### config.mk
export PLATFORM = sky130hd
export DESIGN_NAME = bus_response_mux
export DESIGN_NICKNAME = d
export VERILOG_FILES = /design/src/rtl/bus_pkg.sv /design/src/rtl/bus_timeout_counter.sv /design/src/rtl/bus_response_mux.sv
export SDC_FILE = /design/constraint.sdc
export NUM_CORES = 1
export LEC_CHECK = 0
export BUFFER_PORTS_ARGS = -buffer_cell sky130_fd_sc_hd__buf_4
export CAP_MARGIN = 20
export CORE_AREA = 2 2 165 167
export DETAILED_ROUTE_END_ITERATION = 10
export DIE_AREA = 0 0 167 169
export GPL_TIMING_DRIVEN = 0
export PLACE_DENSITY = 0.54
export SLEW_MARGIN = 10
export SYNTH_ARGS = -nofsm -noshare
export SYNTH_HDL_FRONTEND = slang
export SYNTH_SLANG_ARGS = --single-unit
### constraint.sdc
create_clock -name clk -period 5.4 [get_ports clk]
set_input_delay 0.27 -clock clk [delete_from_list [all_inputs] [get_ports clk]]
set_output_delay 0.27 -clock clk [all_outputs]
set_load 0.1 [all_outputs]
### src/rtl/bus_pkg.sv
// Shared definitions for the CPU-to-peripheral response multiplexer:
// FSM state encoding, peripheral slot numbering and error-response defaults.
package bus_pkg;

    localparam int DATA_W          = 32;
    localparam int NSLAVES_DEFAULT = 11;
    localparam int TMO_W           = 8;

    localparam logic [DATA_W-1:0] ERR_RDATA_DEFAULT = 32'hFFFF_FFFF;

    typedef enum logic [1:0] {
        ST_IDLE = 2'd0,
        ST_WAIT = 2'd1,
        ST_RESP = 2'd2
    } bus_state_t;

    // Slot numbers double as priority: a lower index wins on overlapping decodes.
    typedef enum int {
        SLV_SRAM       = 0,
        SLV_SDRAM      = 1,
        SLV_AUDIO_RAM  = 2,
        SLV_VIDEO_RAM  = 3,
        SLV_AUDIO_CTRL = 4,
        SLV_VIDEO_CTRL = 5,
        SLV_SPI        = 6,
        SLV_TIMERS     = 7,
        SLV_UART_TX    = 8,
        SLV_UART_RX    = 9,
        SLV_GPIO       = 10
    } slave_idx_t;

endpackage

### src/rtl/bus_timeout_counter.sv
// Counts WAIT cycles for the response mux; expired flags the LIMIT-th cycle
// of a wait so the mux can force an error response on that edge.
module bus_timeout_counter
    import bus_pkg::*;
#(
    parameter int LIMIT = 255
) (
    input  logic clk,
    input  logic rst,
    input  logic clear,
    input  logic enable,
    output logic expired
);

    logic [TMO_W-1:0] count;

    always_ff @(posedge clk) begin
        if (rst || clear) begin
            count <= '0;
        end else if (enable && !expired) begin
            count <= count + TMO_W'(1);
        end
    end

    assign expired = (count == TMO_W'(LIMIT - 1));

endmodule

### src/rtl/bus_response_mux.sv
// Arbitrates one CPU access across NSLAVES peripherals and returns the response.
// Optional WAIT-state timeout is built only when BUS_TIMEOUT_EN is defined.
module bus_response_mux
    import bus_pkg::*;
#(
    parameter int                NSLAVES        = NSLAVES_DEFAULT,
    parameter int                TIMEOUT_CYCLES = 255,
    parameter logic [DATA_W-1:0] ERR_RDATA      = ERR_RDATA_DEFAULT
) (
    input  logic                        clk,
    input  logic                        rst,
    input  logic                        mem_valid,
    output logic                        mem_ready,
    output logic [DATA_W-1:0]           mem_rdata,
    input  logic [NSLAVES-1:0]          sel,
    output logic [NSLAVES-1:0]          slv_valid,
    input  logic [NSLAVES-1:0]          slv_ready,
    input  logic [DATA_W*NSLAVES-1:0]   slv_rdata,
    output logic                        bus_err
);

    if (TIMEOUT_CYCLES < 1 || TIMEOUT_CYCLES > 255) begin : g_bad_timeout
        $error("bus_response_mux: TIMEOUT_CYCLES must be within 1..255");
    end

    bus_state_t          state;
    logic [NSLAVES-1:0]  grant;
    logic [NSLAVES-1:0]  first_sel;
    logic                grant_hit;
    logic [DATA_W-1:0]   grant_rdata;
    logic                tmo_expired;

    // Lowest set bit of sel, one-hot; scanning downward lets index 0 win.
    always_comb begin
        first_sel = '0;
        for (int i = NSLAVES - 1; i >= 0; i--) begin
            if (sel[i]) begin
                first_sel    = '0;
                first_sel[i] = 1'b1;
            end
        end
    end

    always_comb begin
        grant_hit   = 1'b0;
        grant_rdata = '0;
        for (int i = 0; i < NSLAVES; i++) begin
            if (grant[i] && slv_ready[i]) begin
                grant_hit   = 1'b1;
                grant_rdata = slv_rdata[DATA_W*i +: DATA_W];
            end
        end
    end

`ifdef BUS_TIMEOUT_EN
    logic tmo_clear;
    logic tmo_enable;

    // Held clear outside WAIT so every wait starts counting from zero.
    assign tmo_clear  = (state != ST_WAIT);
    assign tmo_enable = (state == ST_WAIT);

    bus_timeout_counter #(
        .LIMIT (TIMEOUT_CYCLES)
    ) u_timeout (
        .clk     (clk),
        .rst     (rst),
        .clear   (tmo_clear),
        .enable  (tmo_enable),
        .expired (tmo_expired)
    );
`else
    assign tmo_expired = 1'b0;
`endif

    always_ff @(posedge clk) begin
        if (rst) begin
            state     <= ST_IDLE;
            grant     <= '0;
            slv_valid <= '0;
            mem_ready <= 1'b0;
            bus_err   <= 1'b0;
            mem_rdata <= '0;
        end else begin
            case (state)
                ST_IDLE: begin
                    mem_ready <= 1'b0;
                    bus_err   <= 1'b0;
                    slv_valid <= '0;
                    if (mem_valid) begin
                        if (sel == '0) begin
                            state     <= ST_RESP;
                            mem_ready <= 1'b1;
                            bus_err   <= 1'b1;
                            mem_rdata <= ERR_RDATA;
                        end else begin
                            state     <= ST_WAIT;
                            grant     <= first_sel;
                            slv_valid <= first_sel;
                        end
                    end
                end

                // A withdrawn request takes precedence over a late slave ready.
                ST_WAIT: begin
                    if (!mem_valid) begin
                        state     <= ST_IDLE;
                        slv_valid <= '0;
                    end else if (grant_hit) begin
                        state     <= ST_RESP;
                        slv_valid <= '0;
                        mem_ready <= 1'b1;
                        mem_rdata <= grant_rdata;
                    end else if (tmo_expired) begin
                        state     <= ST_RESP;
                        slv_valid <= '0;
                        mem_ready <= 1'b1;
                        bus_err   <= 1'b1;
                        mem_rdata <= ERR_RDATA;
                    end
                end

                ST_RESP: begin
                    state     <= ST_IDLE;
                    mem_ready <= 1'b0;
                    bus_err   <= 1'b0;
                end

                default: begin
                    state     <= ST_IDLE;
                    slv_valid <= '0;
                    mem_ready <= 1'b0;
                    bus_err   <= 1'b0;
                end
            endcase
        end
    end

endmodule
==> key figures <==
Run status
  – Run status: complete, no violations

Final layout
  – Final #Nets: 1654
  – Sequential cell area: 0.00116 mm^2
  – Synthesis-to-finish area growth: 67.8%
  – Filler cells: between 2000 and 3000
  – Footprint of the multi-input gates: 0.00416 mm^2
  – Fraction of layout instances using a drive strength above 1: 37.4%

Pwr
  – Static leakage power: between 4 and 5 nW
  – Power density over cell area: 173 mW/mm^2
  – Total power of the final layout: 1.67 mW
  – Peak supply drop: 0.142 mV

Yosys
  – Flop and latch count out of synthesis: 58
  – Asr flop ratio synth: 0%
  – Syn nets: 1224
  – Mean cell area of the mapped netlist: 6.80 um^2
  – Synthesized netlist cell count: 847
  – Proportion of netlist area held by the largest area contributor: 20.2%
  – Sequential element share of the synthesized area: between 20% and 30%
  – Post-synthesis cell type with the largest combined area: dfxtp_1
  – Syn. warnings: 0
  – Leading post-synthesis cells by cell area: dfxtp_1 20%, nand3_1 11%, a311oi_2 7.3%
  – Number of enable flip-flop cells after synthesis: 0
  – Primary FF master, synth: dfxtp_1
  – Post-synthesis instance area: between 0.005 and 0.006 mm^2
  – Distinct cell type count of the synthesized netlist: 46

Timing
  – Setup-failing EPs final: 0
  – Unrepaired setup endpoints after global routing: no
  – Peak Freq: roughly 0.35 GHz
  – Final number of max-transition violations: 0
  – Hold Worst Slack: 0.195 ns
  – Period Utilization, post-route: 53.0%
  – Crit path setup slack, layout: around 2.5 ns
  – Tightest slew margin relative to the limit: 17.7%
  – Clock skew after layout: around 0.012 ns
  – Hold Fails Final Rpt: 0
  – Transition time of the tightest slew-check pin: between 1 and 1.5 ns
  – Sum of negative setup slack: 0 ns
  – Final worst path period need: 2.86 ns

Floorplan
  – I/O pin cnt: roughly 420
  – Initial core utilization: 21.7%
  – Area of the placeable core: between 0.02 and 0.03 mm^2
  – Die X: 167 um
  – Overall die area: 0.0282 mm^2
  – Row count: 60
  – Height of the chip: between 150 and 200 um

Clock network
  – Clock Latency Late Sink: 0.36 ns
  – TritonCTS Buffers: 9
  – # clock sinks: 58
  – H-tree levels: 3
  – Count of buffers added by post-CTS timing repair for setup: 0
  – Buffer depth of the longest clock path: 2
  – Clock root buffer: clkbuf_16
  – Clk pin slew, worst setup/hold paths: 0.06 ns
  – Cts repair resizes: 0
  – Clock tree from TritonCTS: yes
  – CTS hold repair buffers: 0

Detailed routing
  – Residual DRC count: 0
  – DR iter-0 viols: a little over 600
  – First-pass detailed-route iteration total: 5
  – Detailed-route wire length: 39600 um
  – Detailed-route via count: about 9000
  – Average vias per placed instance: 5.60
  – Remaining antenna violation count: 0
  – Routed wire length per instance: 24.4 um

Critical path
  – Kind of critical path: reg2reg
  – Critical path depth in cells: 7
  – Signal arrival time at the worst endpoint: 3.06 ns
  – Req. time, crit path: 5.60 ns
  – Worst Setup Start Kind: register
  – Maximum fanout along the worst path: 10
  – Buffering stage count on the worst path with inverters included: 2
  – Max stage delay cell, worst path: nor3b_1
  – Endpoint of the worst-slack reg-to-reg timing path: mem_rdata[17]
  – Largest delay share family, worst path: simple AND/OR/NAND/NOR gates
  – Launch point of the critical path: grant[0]
  – Reg2reg setup slack: roughly 2.5 ns
  – CP Cell Sequence: and2_1 -> clkbuf_1 -> nand4b_1 -> o21ai_0 -> nor3b_1 -> buf_2 -> a311oi_2
  – Crit path capture: mem_rdata[17]
  – Startpoint of the worst register-to-register path: grant[0]
  – Endpoint type of the worst setup path: register
  – Slowest stage delay, CP: 0.79 ns
  – Register-to-Register Path Depth: 7

Place
  – Quantity of I/O buffers inserted on ports: 419
  – HPWL after detailed placement: 30900 um
  – Global placer's final weighted congestion: 0.882
  – Dpl ws: 2.51 ns

GRT
  – Number of global-route vias before repair: 8982
  – Residual overflow from global routing: 0
  – Maximum number of pins on one net before global-route repair: 13
  – Global-route usage over all layers: 26.7%
  – First-pass GRT wire length: approximately 57000 um
  – Initial antenna violation count: 1

Job
  – Maximum Capacitance Violations: 0

Worst hold path
  – Classification of the worst-slack hold path: in2reg
## logic make-up after synthesis
logic type | share of synthesized area [%]
simple gates | 35.6
compound gates | 36.8
buf+inv | 7.52
flops | 20.2
## Yosys cell counts, drive strengths merged (31+ instances only)
cell type	instances
nand4	33
a31oi	32
nand2	62
and3	32
dfxtp	58
nor3	36
a311oi	31
clkbuf	85
a221oi	32
nor2	106
o221ai	31
o21ai	32
a2bb2oi	31
o22ai	31
nand3	132
## area by class of cell
cell class,instances,share of cell area (%)
clock inverter,7,1.06
antenna,1,0.0259
sequential,58,12.0
clock buffer,9,2.33
buffer,101,4.25
tap,341,4.42
inverter,6,0.233
multi-input combinational,682,43.1
timing repair buffer,419,32.6
## report_power, final
group / leakage [nW] / total [mW] / switching (mW) / internal (mW)
Combinational: 3.46 / 0.553 / 0.302 / 0.251
Clock: 0.156 / 0.660 / 0.252 / 0.408
Sequential: 0.471 / 0.458 / 0.0117 / 0.446
## registers in the layout, indices dropped and copies added, names as in the netlist
register / cells
mem_rdata: 32
mem_ready: 1
slv_valid: 11
bus_err: 1
grant: 11
state: 2
## through the flow
step	cells	area, um^2	utilization (%)
2_1_floorplan	847	5760	-
5_1_grt	1624	9660	36.4
3_5_place_dp	1607	9330	35.2
3_3_place_gp	1607	9330	35.2
6_report	1624	9660	36.4
4_1_cts	1623	9660	36.4
## how the worst min path moves through the flow
stage / startpoint / to / slack [ns] / depth (start not counted)
finish: sel[8] / slv_valid[8] / 0.20 / 3
global route: mem_valid / state[0] / 0.21 / 3
CTS: sel[8] / slv_valid[8] / 0.19 / 3
detailed placement: slv_valid[3] / slv_valid[3] / 0.45 / 2
floorplan: mem_valid / state[0] / 0.42 / 2
global placement: slv_valid[2] / slv_valid[2] / 0.45 / 2
## routing by layer
layer / vias to the layer above / track usage, % / routed length, um
met5: - / 0 / 0
met4: 0 / 6.78 / 750
met3: 43 / 6.03 / 3250
met2: 513 / 46.5 / 19300
met1: 4369 / 33.3 / 16300
li1: 4177 / - / -
## placed cells by master (no fill, tap or decap), drive strengths merged, types with 4 or more instances in the layout
cell type / count
buf: 435
nand3: 132
nor2: 106
clkbuf: 94
nand2: 62
dfxtp: 58
nor3: 36
nand4: 33
o21ai: 32
a221oi: 32
a31oi: 32
and3: 32
o221ai: 31
o22ai: 31
a2bb2oi: 31
a311oi: 31
a21oi: 22
inv: 7
and2: 6
a32oi: 4
## tightest hold or removal path: stages
cell and delay (ns):
buf_4 0.09, a32oi_1 0.08, nor2_1 0.07
Note: power is estimated with default switching activity, not from simulation.
